==> config.mk <==
export PLATFORM = sky130hd
export DESIGN_NAME = lbmem_unpack
export DESIGN_NICKNAME = d
export VERILOG_FILES = /design/src/rtl/lbmem_unpack_pkg.sv /design/src/rtl/lbmem_word_fifo.sv /design/src/rtl/lbmem_unpack.sv
export SDC_FILE = /design/constraint.sdc
export NUM_CORES = 1
export LEC_CHECK = 0
export ABC_AREA = 1
export CORE_ASPECT_RATIO = 0.8
export CORE_MARGIN = 8
export CORE_UTILIZATION = 53
export DETAILED_ROUTE_END_ITERATION = 8
export DONT_BUFFER_PORTS = 1
export PLACE_DENSITY = 0.68
export SLEW_MARGIN = 40
export SYNTH_ARGS = -nofsm -noshare
export SYNTH_HDL_FRONTEND = slang
export SYNTH_SLANG_ARGS = --single-unit
==> constraint.sdc <==
create_clock -name CLK -period 11.7 [get_ports CLK]
set_input_delay 2.34 -clock CLK [delete_from_list [all_inputs] [get_ports CLK]]
set_output_delay 2.34 -clock CLK [all_outputs]
set_load 0.01 [all_outputs]
==> src/rtl/lbmem_unpack_pkg.sv <==
// rtl/lbmem_unpack_pkg.sv - shared defaults, derived widths and word type for lbmem_unpack
// Word entries carry the end-of-line tag alongside the packed samples.
package lbmem_unpack_pkg;

   localparam int LWIDTH_DEF     = 8;
   localparam int PACK_DEF       = 4;
   localparam int LINE_LEN_DEF   = 64;
   localparam int FIFO_DEPTH_DEF = 4;

   // Widths never collapse to zero, so LINE_LEN = 1 still yields a legal counter
   function automatic int idx_bits(input int n);
      return (n > 1) ? $clog2(n) : 1;
   endfunction

   localparam int WWIDTH = LWIDTH_DEF * PACK_DEF;
   localparam int LANE_W = idx_bits(PACK_DEF);
   localparam int POS_W  = idx_bits(LINE_LEN_DEF);
   localparam int LVL_W  = $clog2(FIFO_DEPTH_DEF) + 1;

   typedef struct packed {
      logic              last;
      logic [WWIDTH-1:0] data;
   } word_t;

endpackage

==> src/rtl/lbmem_word_fifo.sv <==
// rtl/lbmem_word_fifo.sv - synchronous word FIFO with level, full/empty and head hold
// A push while full is accepted only when a pop frees the head slot in the same cycle.
module lbmem_word_fifo
   import lbmem_unpack_pkg::*;
#(
   parameter type entry_t = word_t,
   parameter int  DEPTH   = FIFO_DEPTH_DEF,
   localparam int AW      = $clog2(DEPTH),
   localparam int CW      = AW + 1
) (
   input  logic          clk,
   input  logic          rst,
   input  logic          push,
   input  entry_t        push_data,
   input  logic          pop,
   output entry_t        head,
   output logic          full,
   output logic          empty,
   output logic [CW-1:0] level
);

   entry_t          mem_q [DEPTH];
   entry_t          mem_d [DEPTH];
   entry_t          hold_q, hold_d;
   logic [AW-1:0]   wptr_q, wptr_d;
   logic [AW-1:0]   rptr_q, rptr_d;
   logic [CW-1:0]   cnt_q, cnt_d;
   logic            do_push, do_pop;

   assign full  = (cnt_q == CW'(DEPTH));
   assign empty = (cnt_q == '0);
   assign level = cnt_q;
   // Once drained, the head keeps showing the last word handed downstream
   assign head  = empty ? hold_q : mem_q[rptr_q];

   always_comb begin
      do_pop  = pop & ~empty;
      do_push = push & (~full | do_pop);
      mem_d   = mem_q;
      wptr_d  = wptr_q;
      rptr_d  = rptr_q;
      cnt_d   = cnt_q;
      hold_d  = hold_q;
      if (do_push) begin
         mem_d[wptr_q] = push_data;
         wptr_d        = wptr_q + AW'(1);
      end
      if (do_pop) begin
         hold_d = mem_q[rptr_q];
         rptr_d = rptr_q + AW'(1);
      end
      case ({do_push, do_pop})
         2'b10:   cnt_d = cnt_q + CW'(1);
         2'b01:   cnt_d = cnt_q - CW'(1);
         default: cnt_d = cnt_q;
      endcase
   end

   always_ff @(posedge clk or posedge rst) begin
      if (rst) begin
         mem_q  <= '{default: '0};
         hold_q <= '0;
         wptr_q <= '0;
         rptr_q <= '0;
         cnt_q  <= '0;
      end else begin
         mem_q  <= mem_d;
         hold_q <= hold_d;
         wptr_q <= wptr_d;
         rptr_q <= rptr_d;
         cnt_q  <= cnt_d;
      end
   end

endmodule

==> src/rtl/lbmem_unpack.sv <==
// rtl/lbmem_unpack.sv - packs the unthrottled line-buffer sample stream into tagged words
// The source cannot stall, so a word arriving at a full FIFO is dropped and flagged sticky.
module lbmem_unpack
   import lbmem_unpack_pkg::*;
#(
   parameter int LWIDTH     = LWIDTH_DEF,
   parameter int PACK       = PACK_DEF,
   parameter int LINE_LEN   = LINE_LEN_DEF,
   parameter int FIFO_DEPTH = FIFO_DEPTH_DEF
) (
   input  logic                           CLK,
   input  logic                           ASYNCRESET,
   input  logic [LWIDTH-1:0]              rdata,
   input  logic                           valid,
   output logic [LWIDTH*PACK-1:0]         out_data,
   output logic                           out_last,
   output logic                           out_valid,
   input  logic                           out_ready,
   output logic                           overflow,
   output logic [$clog2(FIFO_DEPTH):0]    level
);

   localparam int WW = LWIDTH * PACK;
   localparam int LW = idx_bits(PACK);
   localparam int PW = idx_bits(LINE_LEN);

   typedef struct packed {
      logic          last;
      logic [WW-1:0] data;
   } entry_t;

   logic [LW-1:0] lane_q, lane_d;
   logic [PW-1:0] pos_q, pos_d;
   logic [WW-1:0] pack_q, pack_d;
   logic          ovf_q, ovf_d;
   logic [WW-1:0] merged;
   logic          line_end, lane_end, word_done;
   logic          fifo_full, fifo_empty, fifo_pop;
   entry_t        push_word, head_word;

   assign fifo_pop = out_ready & ~fifo_empty;

   always_comb begin
      lane_d   = lane_q;
      pos_d    = pos_q;
      pack_d   = pack_q;
      ovf_d    = ovf_q;
      merged   = pack_q;
      for (int l = 0; l < PACK; l++) begin
         if (lane_q == LW'(l)) merged[l*LWIDTH +: LWIDTH] = rdata;
      end
      line_end  = (pos_q == PW'(LINE_LEN - 1));
      lane_end  = (lane_q == LW'(PACK - 1));
      word_done = valid & (line_end | lane_end);
      if (valid) begin
         if (word_done) begin
            lane_d = '0;
            pack_d = '0;
         end else begin
            lane_d = lane_q + LW'(1);
            pack_d = merged;
         end
         pos_d = line_end ? '0 : pos_q + PW'(1);
      end
      // Pack register is cleared after each word, so short end-of-line words have zero upper lanes
      push_word.last = line_end;
      push_word.data = merged;
      if (word_done & fifo_full & ~fifo_pop) ovf_d = 1'b1;
   end

   always_ff @(posedge CLK or posedge ASYNCRESET) begin
      if (ASYNCRESET) begin
         lane_q <= '0;
         pos_q  <= '0;
         pack_q <= '0;
         ovf_q  <= 1'b0;
      end else begin
         lane_q <= lane_d;
         pos_q  <= pos_d;
         pack_q <= pack_d;
         ovf_q  <= ovf_d;
      end
   end

   lbmem_word_fifo #(
      .entry_t (entry_t),
      .DEPTH   (FIFO_DEPTH)
   ) u_fifo (
      .clk       (CLK),
      .rst       (ASYNCRESET),
      .push      (word_done),
      .push_data (push_word),
      .pop       (fifo_pop),
      .head      (head_word),
      .full      (fifo_full),
      .empty     (fifo_empty),
      .level     (level)
   );

   assign out_data  = head_word.data;
   assign out_last  = head_word.last;
   assign out_valid = ~fifo_empty;
   assign overflow  = ovf_q;

endmodule

==> results.py <==
metrics = {
    "finish": {
        "areaGrowthSynthToFinish_pct": 6.92,
        "final_cell_area_um2": 11100,
        "layout-drive-gt1-share_pct": 4.87,
        "n_antenna_cell": 0,
        "seq_area_um2": 5330,
        "nFillCells": 1840,
        "multiInputGateArea_um2": 4450,
        "layout.nets": 1281,
    },
    "global_route": {
        "grt_pass1_wl_mm": 44.6,
        "grt_pass1_vias": 8049,
        "antenna_found_initial": 1,
        "grt_max_degree": 143,
        "gr-total-overflow": 0,
        "track_usage_pct": 22.2,
    },
    "clocking": {
        "hold_buffers": 0,
        "cts.sinks": 213,
        "cts_buffer_depth": 3,
        "cts-root-buf": "clkbuf_16",
        "cts_resized": 0,
        "worst_skew_pair.late_latency_ns": 0.50,
        "postCtsSetupBuffers": 0,
        "cts_buffers": 23,
        "cts_tree": "built",
        "clk_pin_slew_ns": 0.06,
        "cts_max_level": 1,
    },
    "route": {
        "dr.pass1.iters": 7,
        "drt_iter0_markers": 966,
        "wl_mm": 27.5,
        "vias_per_cell": 5.78,
        "drc_errors": 0,
        "antenna_left": 0,
        "routedWlPerCell_um": 17.9,
        "vias": 8878,
    },
    "die": {
        "pin_count": 50,
        "start_util_pct": 53.3,
        "die_height_um": 141,
        "core_um2": 19600,
        "dieArea_um2": 24400,
        "die_x_um": 173,
        "row_count": 46,
    },
    "sta": {
        "hold-worst-slack_ns": 0.469,
        "fin_crit_ns": 5.43,
        "final-max-slew-violation-count": 0,
        "hold_viol": 0,
        "timing.final.crit_share_pct": 46.4,
        "setup_viol_count_final": 0,
        "fin_setup_tns_ns": 0,
        "fmax_mhz": 184,
        "rsz0062_at_grt": "false",
        "tightest_slew_ns": 0.864,
        "slew_headroom_pct": 41.8,
        "finalClockSkew_ns": 0.0141,
    },
    "yosys": {
        "muxShareOfSynthArea_pct": 0,
        "synth_top_family_by_area": "simple AND/OR/NAND/NOR gates",
        "syn_inst": 1330,
        "syn_area_um2": 10400,
        "yosysWarnings": 0,
        "synthAdderAreaFrac_pct": 1.39,
        "ys_seq_area_share_pct": 51.1,
        "synth-simple-area-share_pct": 33.5,
        "synth.distinct_cells": 25,
        "ys_seq_elements": 213,
        "synth-xor-area-share_pct": 0.504,
        "synth_compound_gate_area_share_pct": 6.65,
        "synth.avg_cell_area_um2": 7.84,
        "syn-num-nets": 1353,
    },
    "place": {
        "globalplace.congestion": 0.733,
        "dp_hpwl_mm": 16.0,
        "io_buffers": 0,
        "placed_area_um2": 10400,
    },
    "critical_path": {
        "cp-end-kind": "output port",
        "timing.rr.end": "u_fifo.mem_q[85]",
        "worstPathCellList": "buf_4 > inv_2 > buf_4 > nand2_1 > nand3_1 > nand2_1 > o21ai_0",
        "ff2ff_path_depth": 7,
        "r2r_start": "lane_q[0]",
        "crit_arrival_ns": 3.09,
        "required_ns": 9.36,
        "reg2reg_slack_ns": 8.52,
        "critical_path_class": "register to output port",
        "critical-path-max-stage-delay_ns": 0.59,
        "critPathSlowestCell": "inv_2",
        "startpoint_type": "register",
        "path_max_fanout": 68,
    },
    "status": {
        "status": "finished, final reports clean",
    },
    "hold_path": {
        "min_path_type": "register to register",
        "min_from": "u_fifo.mem_q[105]",
        "min_path_cells": 2,
        "min_to": "u_fifo.mem_q[105]",
    },
    "pwr": {
        "vdd_drop_max_mv": 0.151,
        "power.switching_mw": 1.38,
        "power.density_nw_per_um2": 278,
        "p_leak_nw": 5.45,
        "power.total_mw": 3.10,
        "intPower_mw": 1.72,
        "pwr-share-comb_pct": 40.5,
        "pwr-share-clk_pct": 22.4,
        "switching_share_pct": 44.5,
        "p_seq_share_pct": 37.1,
    },
    "flow_run": {
        "cap_violations": 0,
    },
}
[layout make-up]
| cell class | count | share of cell area, % |
|---|---|---|
| sequential | 213 | 47.8 |
| clock inverter | 4 | 0.213 |
| tap | 264 | 2.96 |
| inverter | 53 | 1.90 |
| clock buffer | 36 | 6.23 |
| multi-input combinational | 954 | 39.9 |
| timing repair buffer | 13 | 0.943 |
[cell families after synthesis]
group                      Yosys count
DFF                                213
adders and majority gates           11
AOI/OAI and AO/OA                  138
xor gates and xnor gates             6
buffers and inverters              163
and+or+nand+nor                    799
[critical path: cells and delay by family (launching register included)]
| kind | cells | cell delay (ns) |
|---|---|---|
| flip-flops | 1 | 0.38 |
| AND/OR/NAND/NOR | 3 | 0.34 |
| AO/OA/AOI/OAI | 1 | 0.37 |
| buffers and inverters | 3 | 1.45 |
[worst max path at each step]
stage / startpoint / end / slack (ns) / cells after the start
floorplan: ASYNCRESET / lane_q[0] / 3.54 / 1
global route: u_fifo.rptr_q[0] / out_data[22] / 6.08 / 7
global placement: valid / u_fifo.mem_q[53] / 6.66 / 6
detailed placement: u_fifo.rptr_q[0] / out_data[17] / 6.81 / 7
CTS: u_fifo.rptr_q[0] / out_data[17] / 6.27 / 7
finish: u_fifo.rptr_q[0] / out_data[17] / 6.27 / 7
[power groups by stage]
stage / logic, mW / registers (mW) / clock network (mW)
after floorplan: 0.914 / 1.13 / 0
after global placement: 1.20 / 1.15 / 0
after detailed placement: 1.24 / 1.16 / 0
after CTS: 1.24 / 1.15 / 0.707
after global routing: 1.41 / 1.18 / 0.738
final: 1.26 / 1.15 / 0.695
[synthesized netlist by cell type, drive strengths merged]
master | number | area share, %
fa | 1 | 0.19
nand3 | 109 | 5.3
dfrtp | 213 | 51
clkbuf | 58 | 2.1
ha | 10 | 1.2
buf | 52 | 2.9
nor3b | 1 | 0.072
o21ai | 135 | 6.5
nor2 | 8 | 0.36
nor3 | 1 | 0.048
nand4 | 132 | 7.9
o21bai | 1 | 0.072
a21oi | 2 | 0.096
xor2 | 4 | 0.34
nand2 | 548 | 20
xnor2 | 2 | 0.17
inv | 53 | 1.9
[layout by cell type (no fill, tap or decap), types with 2 or more instances in the layout]
| cell type | instances |
|---|---|
| nand2_2 | 2 |
| buf_6 | 2 |
| inv_1 | 49 |
| clkbuf_1 | 6 |
| o21ai_0 | 106 |
| nand3_4 | 4 |
| nand4_1 | 132 |
| dfrtp_1 | 212 |
| clkbuf_16 | 23 |
| a21oi_1 | 2 |
| buf_4 | 11 |
| inv_2 | 3 |
| ha_1 | 10 |
| xor2_1 | 4 |
| nor2_1 | 7 |
| xnor2_1 | 2 |
| clkinv_2 | 3 |
| nand2_1 | 544 |
| o21ai_1 | 29 |
| clkbuf_8 | 7 |
| nand3_1 | 104 |
[stage by stage]
stage	cells	utilization (%)	setup slack [ns]
floorplan	1330	-	3.54
global placement	1497	53.0	6.66
detailed placement	1497	53.3	6.81
CTS	1537	56.9	6.27
global route	1537	57.0	6.08
finish	1537	57.0	6.27
[sequential cells by signal, summed over array words and instances, names as in the netlist]
| signal | count |
|---|---|
| lane_q | 2 |
| u_fifo.mem_q | 132 |
| u_fifo.wptr_q | 2 |
| pos_q | 6 |
| pack_q | 32 |
| u_fifo.hold_q | 33 |
| overflow | 1 |
| u_fifo.rptr_q | 2 |
| u_fifo.level | 3 |
[metal layers]
metal / up-vias / routed length [µm] / GRT usage [%]
li1: 4258 / - / -
met1: 4286 / 13300 / 34.6
met2: 303 / 11300 / 31.5
met3: 29 / 2570 / 4.57
met4: 2 / 310 / 3.80
met5: - / 17 / 0
(Power assumes the default switching activity.)
==> RTL edit 1 (same settings) <==
Change the package constant `FIFO_DEPTH_DEF` from 4 to 8.
--- a/src/rtl/lbmem_unpack_pkg.sv
+++ b/src/rtl/lbmem_unpack_pkg.sv
@@ -7,3 +7,3 @@
    localparam int LINE_LEN_DEF   = 64;
-   localparam int FIFO_DEPTH_DEF = 4;
+   localparam int FIFO_DEPTH_DEF = 8;
 
Interface: changed (resized level); port bits go from 50 to 51. No check against the original RTL was run, so the function may have changed too.
==> RTL edit 1 against the original RTL <==
- design area is 65% higher
- synthesized cell count rose by 69%
- clock skew is 0.0064 ns lower
- sequential cell count rose by 135
- total power is 73% higher
- first-iteration DRC count is 90% higher
- die area is 57% higher
- sequential power increased by 70%
- setup slack worse by 0.13 ns
- critical path depth shrank 1
- routed wire length is 89% higher
- area after synthesis rose by 65%
==> RTL edit 1: results (changes against the original RTL) <==
metric,value,unit,change
routed via count,15200,,+71%
layout cell share with drive strength beyond 1,5.14,%,+0.27 points
status,"finished, final reports clean",,
WL/cell,19.9,um,+11%
"delay-heaviest family, CP",buffers and inverters,,
total track usage,26.9,%,+4.7 points
crit path DAT,3.22,ns,+0.13 ns
Clock Tree Root,clkbuf_16,,
Clock Skew,0.00762,ns,-0.00645 ns
register area share after synthesis,50.7,%,-0.38 points
synth cell count leaders,"nand2_1 (757), nand3_1 (404), dfrtp_1 (348)",,
largest net degree at the start of global routing,115,,-20%
routability cong.,0.833,,+14%
"CTS clk-pin slew, worst paths",0.06,ns,about the same
Slew headroom,38.4,%,-3.4 points
Resize count post-CTS,0,,unchanged
reg2reg setup slack,7.65,ns,-0.87 ns
initial antenna violation count,0,,-1
vias in the first global route,14400,,+79%
post-synth cell types,28,,+12%
largest registers,"u_fifo.mem_q: 264 flops, u_fifo.hold_q: 33 flops, pack_q: 32 flops",,
DRT Pass-1 Iters,6,,-1
postcts setup bufs,0,,unchanged
Num CTS Buffers,37,,+61%
Async SR Flop Fraction,100,%,unchanged
Post-Synthesis Net Count,2271,,+68%
n_diodes,0,,unchanged
IO buf count,0,,unchanged
Leak Pwr,9.71,nW,+78%
DRT iter0 DRCs,1837,,+90%
YS warnings,0,,unchanged
slowest CP cell,dfrtp_4,,
final net count,2180,,+70%
top_reg_cell synth,dfrtp_1,,
Clock H-tree levels,2,,+1
Fin Hold WS,0.465,ns,-0.00388 ns
VDD IR max,0.157,mV,+4.0%
fillers,3032,,+65%
"Clk Latency, worst-skew pair",0.52,ns,+0.02 ns
first-pass GRT wire length,82.7,mm,+85%
maximum root-to-sink buffer count,3,,unchanged
met3 Usage GRT,4.48,%,-0.093 points
grt met2 use,40.3,%,+8.8 points
"Largest stage delay, worst path",0.72,ns,+0.13 ns
min-delay worst type,flop to flop,,
post-DP HPWL,27.5,mm,+72%
worst-path maximum fanout,68,,unchanged
met1 usage,39.9,%,+5.3 points
synth top area cells,"dfrtp_1 (51%), nand2_1 (17%), nand3_1 (12%), nor2_1 (6.1%), o21ai_0 (5.0%)",,
## RTL edit 1: changes by cell type in the layout (fill, tap and decap cells not counted), moves of 67 or more
| cell | delta |
|---|---|
| dfrtp_1 | +134 |
| nand3_1 | +300 |
| nand2_1 | +211 |
| o21ai_0 | +67 |
| nor2_1 | +264 |
| nand4_1 | -132 |
## RTL edit 1: cell families after synthesis
logic type / synth area share (%)
simple gates: 35.2
buf+inv: 6.37
compound gates: 6.64
flops: 50.7
xor+xnor: 0.357
fa+ha+maj: 0.729
## RTL edit 1: area by class of cell
cell class	count	area share, %
Sequential cell	348	47.4
Inverter	65	1.42
Clock buffer	47	5.57
Tap cell	427	2.91
Timing Repair Buffer	25	1.30
Clock inverter	14	0.967
Multi-Input combinational cell	1681	40.4
## RTL edit 1: worst reg2reg max path, cell delays in order (launching register included)
cell	delay [ns]
dfrtp_1	0.47
nor2_1	0.26
nand2_4	0.42
nand2_2	0.17
buf_4	0.46
inv_2	0.59
buf_4	0.36
ha_1	0.29
nand2_1	0.08
inv_1	0.05
nor2_1	0.15
ha_1	0.17
a21oi_1	0.05
or2_2	0.31
a31oi_1	0.14
## RTL edit 1: worst paths after layout
path,start,endpoint,cells after the start
worst max-delay path,u_fifo.rptr_q[0]$_DFFE_PP0P_,out_data[27],6
worst min-delay path,u_fifo.mem_q[148]$_DFFE_PP0P_,u_fifo.mem_q[148]$_DFFE_PP0P_,2
worst max register to register,u_fifo.level[1]$_DFFE_PP0P_,u_fifo.level[2]$_DFFE_PP0P_,14
worst min register to register,u_fifo.mem_q[148]$_DFFE_PP0P_,u_fifo.mem_q[148]$_DFFE_PP0P_,2
max in group asynchronous,ASYNCRESET,u_fifo.rptr_q[0]$_DFFE_PP0P_,3
min in group asynchronous,ASYNCRESET,u_fifo.hold_q[7]$_DFFE_PP0P_,1
## RTL edit 1: report_power, final
part,switching [mW],total (mW),leakage [nW],internal [mW]
logic,1.64,2.24,4.53,0.595
clock network,0.486,1.19,0.600,0.705
registers,0.287,1.95,4.58,1.66
total,2.42,5.38,9.71,2.96
## RTL edit 1: stage by stage
stage	power [mW]	area (sq um)	worst slack (ns)	std cells
3_5_place_dp	4.17	17200	6.13	2546
5_1_grt	5.77	18400	5.96	2607
4_1_cts	5.37	18400	6.16	2607
3_3_place_gp	4.12	17100	5.96	2545
2_1_floorplan	3.51	17200	4.70	2249
6_report	5.38	18400	6.14	2607
## RTL edit 1: metal layers
layer,share of wire [%],up-vias
li1,-,7067
met5,0,-
met2,44,628
met4,2.2,0
met3,8.1,80
met1,46,7441
==> RTL edit 2 (same settings) <==
Made on the original files. Reset style: synchronous (`ASYNCRESET` and `rst`), changed in 2 clocked blocks.
--- a/src/rtl/lbmem_word_fifo.sv
+++ b/src/rtl/lbmem_word_fifo.sv
@@ -58,3 +58,3 @@
 
-   always_ff @(posedge clk or posedge rst) begin
+   always_ff @(posedge clk) begin
       if (rst) begin
--- a/src/rtl/lbmem_unpack.sv
+++ b/src/rtl/lbmem_unpack.sv
@@ -70,3 +70,3 @@
 
-   always_ff @(posedge CLK or posedge ASYNCRESET) begin
+   always_ff @(posedge CLK) begin
       if (ASYNCRESET) begin
Check against the original RTL: differs if ASYNCRESET is asserted again (counterexample within 10 cycles, from zero or initial values and one cycle with ASYNCRESET high); with ASYNCRESET held inactive, the same outputs for 10 cycles.
==> RTL edit 2 against the original RTL <==
- via count is 7.7% higher
- design area grew 0.93%
- area after synthesis grew 0.78%
- die area increased by 0.70%
- non-clock buffer count is 2 lower
- routed wire length rose by 1.6%
- sequential cell count is the same
- setup slack improved by 0.39 ns
Power is not compared: it rests on default switching activity, and its combinational part moved more than twofold at a synthesized area within 25%.
==> RTL edit 2: results (changes against the original RTL) <==
metric,value,unit,change
Syn-to-layout area delta,7.08,%,
layout cell share with drive strength beyond 1,4.03,%,-0.85 points
vias in the first global route,8180,,+1.6%
register area share after synthesis,40.6,%,-11 points
met3 Usage GRT,3.92,%,-0.64 points
XOR/XNOR share of the synthesized area,0.167,%,-0.34 points
first-pass GRT wire length,44.5,mm,-0.19%
grt met2 use,32.0,%,+0.56 points
post-synth cell types,24,,-4.0%
synthesized cell area,0.0105,sq mm,+0.78%
routed wl met2,11.4,mm,+1.1%
top sig layer,met4,,
"Largest stage delay, worst path",0.75,ns,+0.16 ns
fillers,1915,,+4.1%
routability cong.,0.779,,+6.2%
Placed Area,0.0105,sq mm,+0.38%
"delay-heaviest family, CP",flip-flops,,
RR Endpoint,u_fifo.mem_q[24]$_SDFFE_PP0P_,,
Signal inverters,264,,+400%
Storage cell area,0.00427,sq mm,-20%
slowest CP cell,dfxtp_4,,
met1 usage,33.5,%,-1.1 points
clock-cell share of area,6.96,%,+0.52 points
reg2reg setup slack,8.64,ns,+0.12 ns
post-DP HPWL,16.3,mm,+2.3%
DRT Pass-1 Iters,5,,-2
final net count,1597,,+25%
WL met1,14.0,mm,+5.3%
CLK BUF,31,,-14%
multi-input combinational area share,42.5,%,+2.6 points
routed via count,9563,,+7.7%
Vias per Instance,5.16,,-11%
hold path endpoint,pack_q[19]$_SDFFE_PP0P_,,
total track usage,22.1,%,-0.12 points
top_reg_cell synth,dfxtp_1,,
FMAX,198,MHz,+7.6%
crit path launch,u_fifo.rptr_q[0]$_SDFFE_PP0P_,,
multi-input gates,1061,,+11%
"Buffers, non-clock",11,,-2
status,"finished, final reports clean",,
compound-cell area share of the yosys netlist,15.1,%,+8.4 points
initial antenna violation count,0,,-1
Syn Area/Cell,6.35,sq um,-19%
synth cell count leaders,"nand2_1 (408), inv_1 (261), nor2_1 (233)",,
==> RTL edit 2: cell types whose count changed in the layout (fill, tap and decap cells not counted), sizes merged, moves of 5 or more <==
cell | unedited run | this run
nand4 | 132 | 75
nand3 | 109 | 10
clkbuf | 36 | 31
dfrtp | 213 | 0
inv | 54 | 263
nand2 | 548 | 408
dfxtp | 0 | 213
a21oi | 2 | 178
nor2 | 8 | 235
==> RTL edit 2: cells by family (layout without fill, tap and decap cells) <==
family                     count (synthesis)  after routing
AOI/OAI and AO/OA                        316            316
and+or+nand+nor                          732            732
xor gates and xnor gates                   2              2
DFF                                      213            213
adders and majority gates                 11             11
buffers and inverters                    380            316
==> RTL edit 2: tightest hold or removal path, delay by kind of cell (launching register included) <==
family	cells	cell delay [ns]
flip-flops	1	0.31
AO/OA/AOI/OAI	1	0.05
AND/OR/NAND/NOR	1	0.06
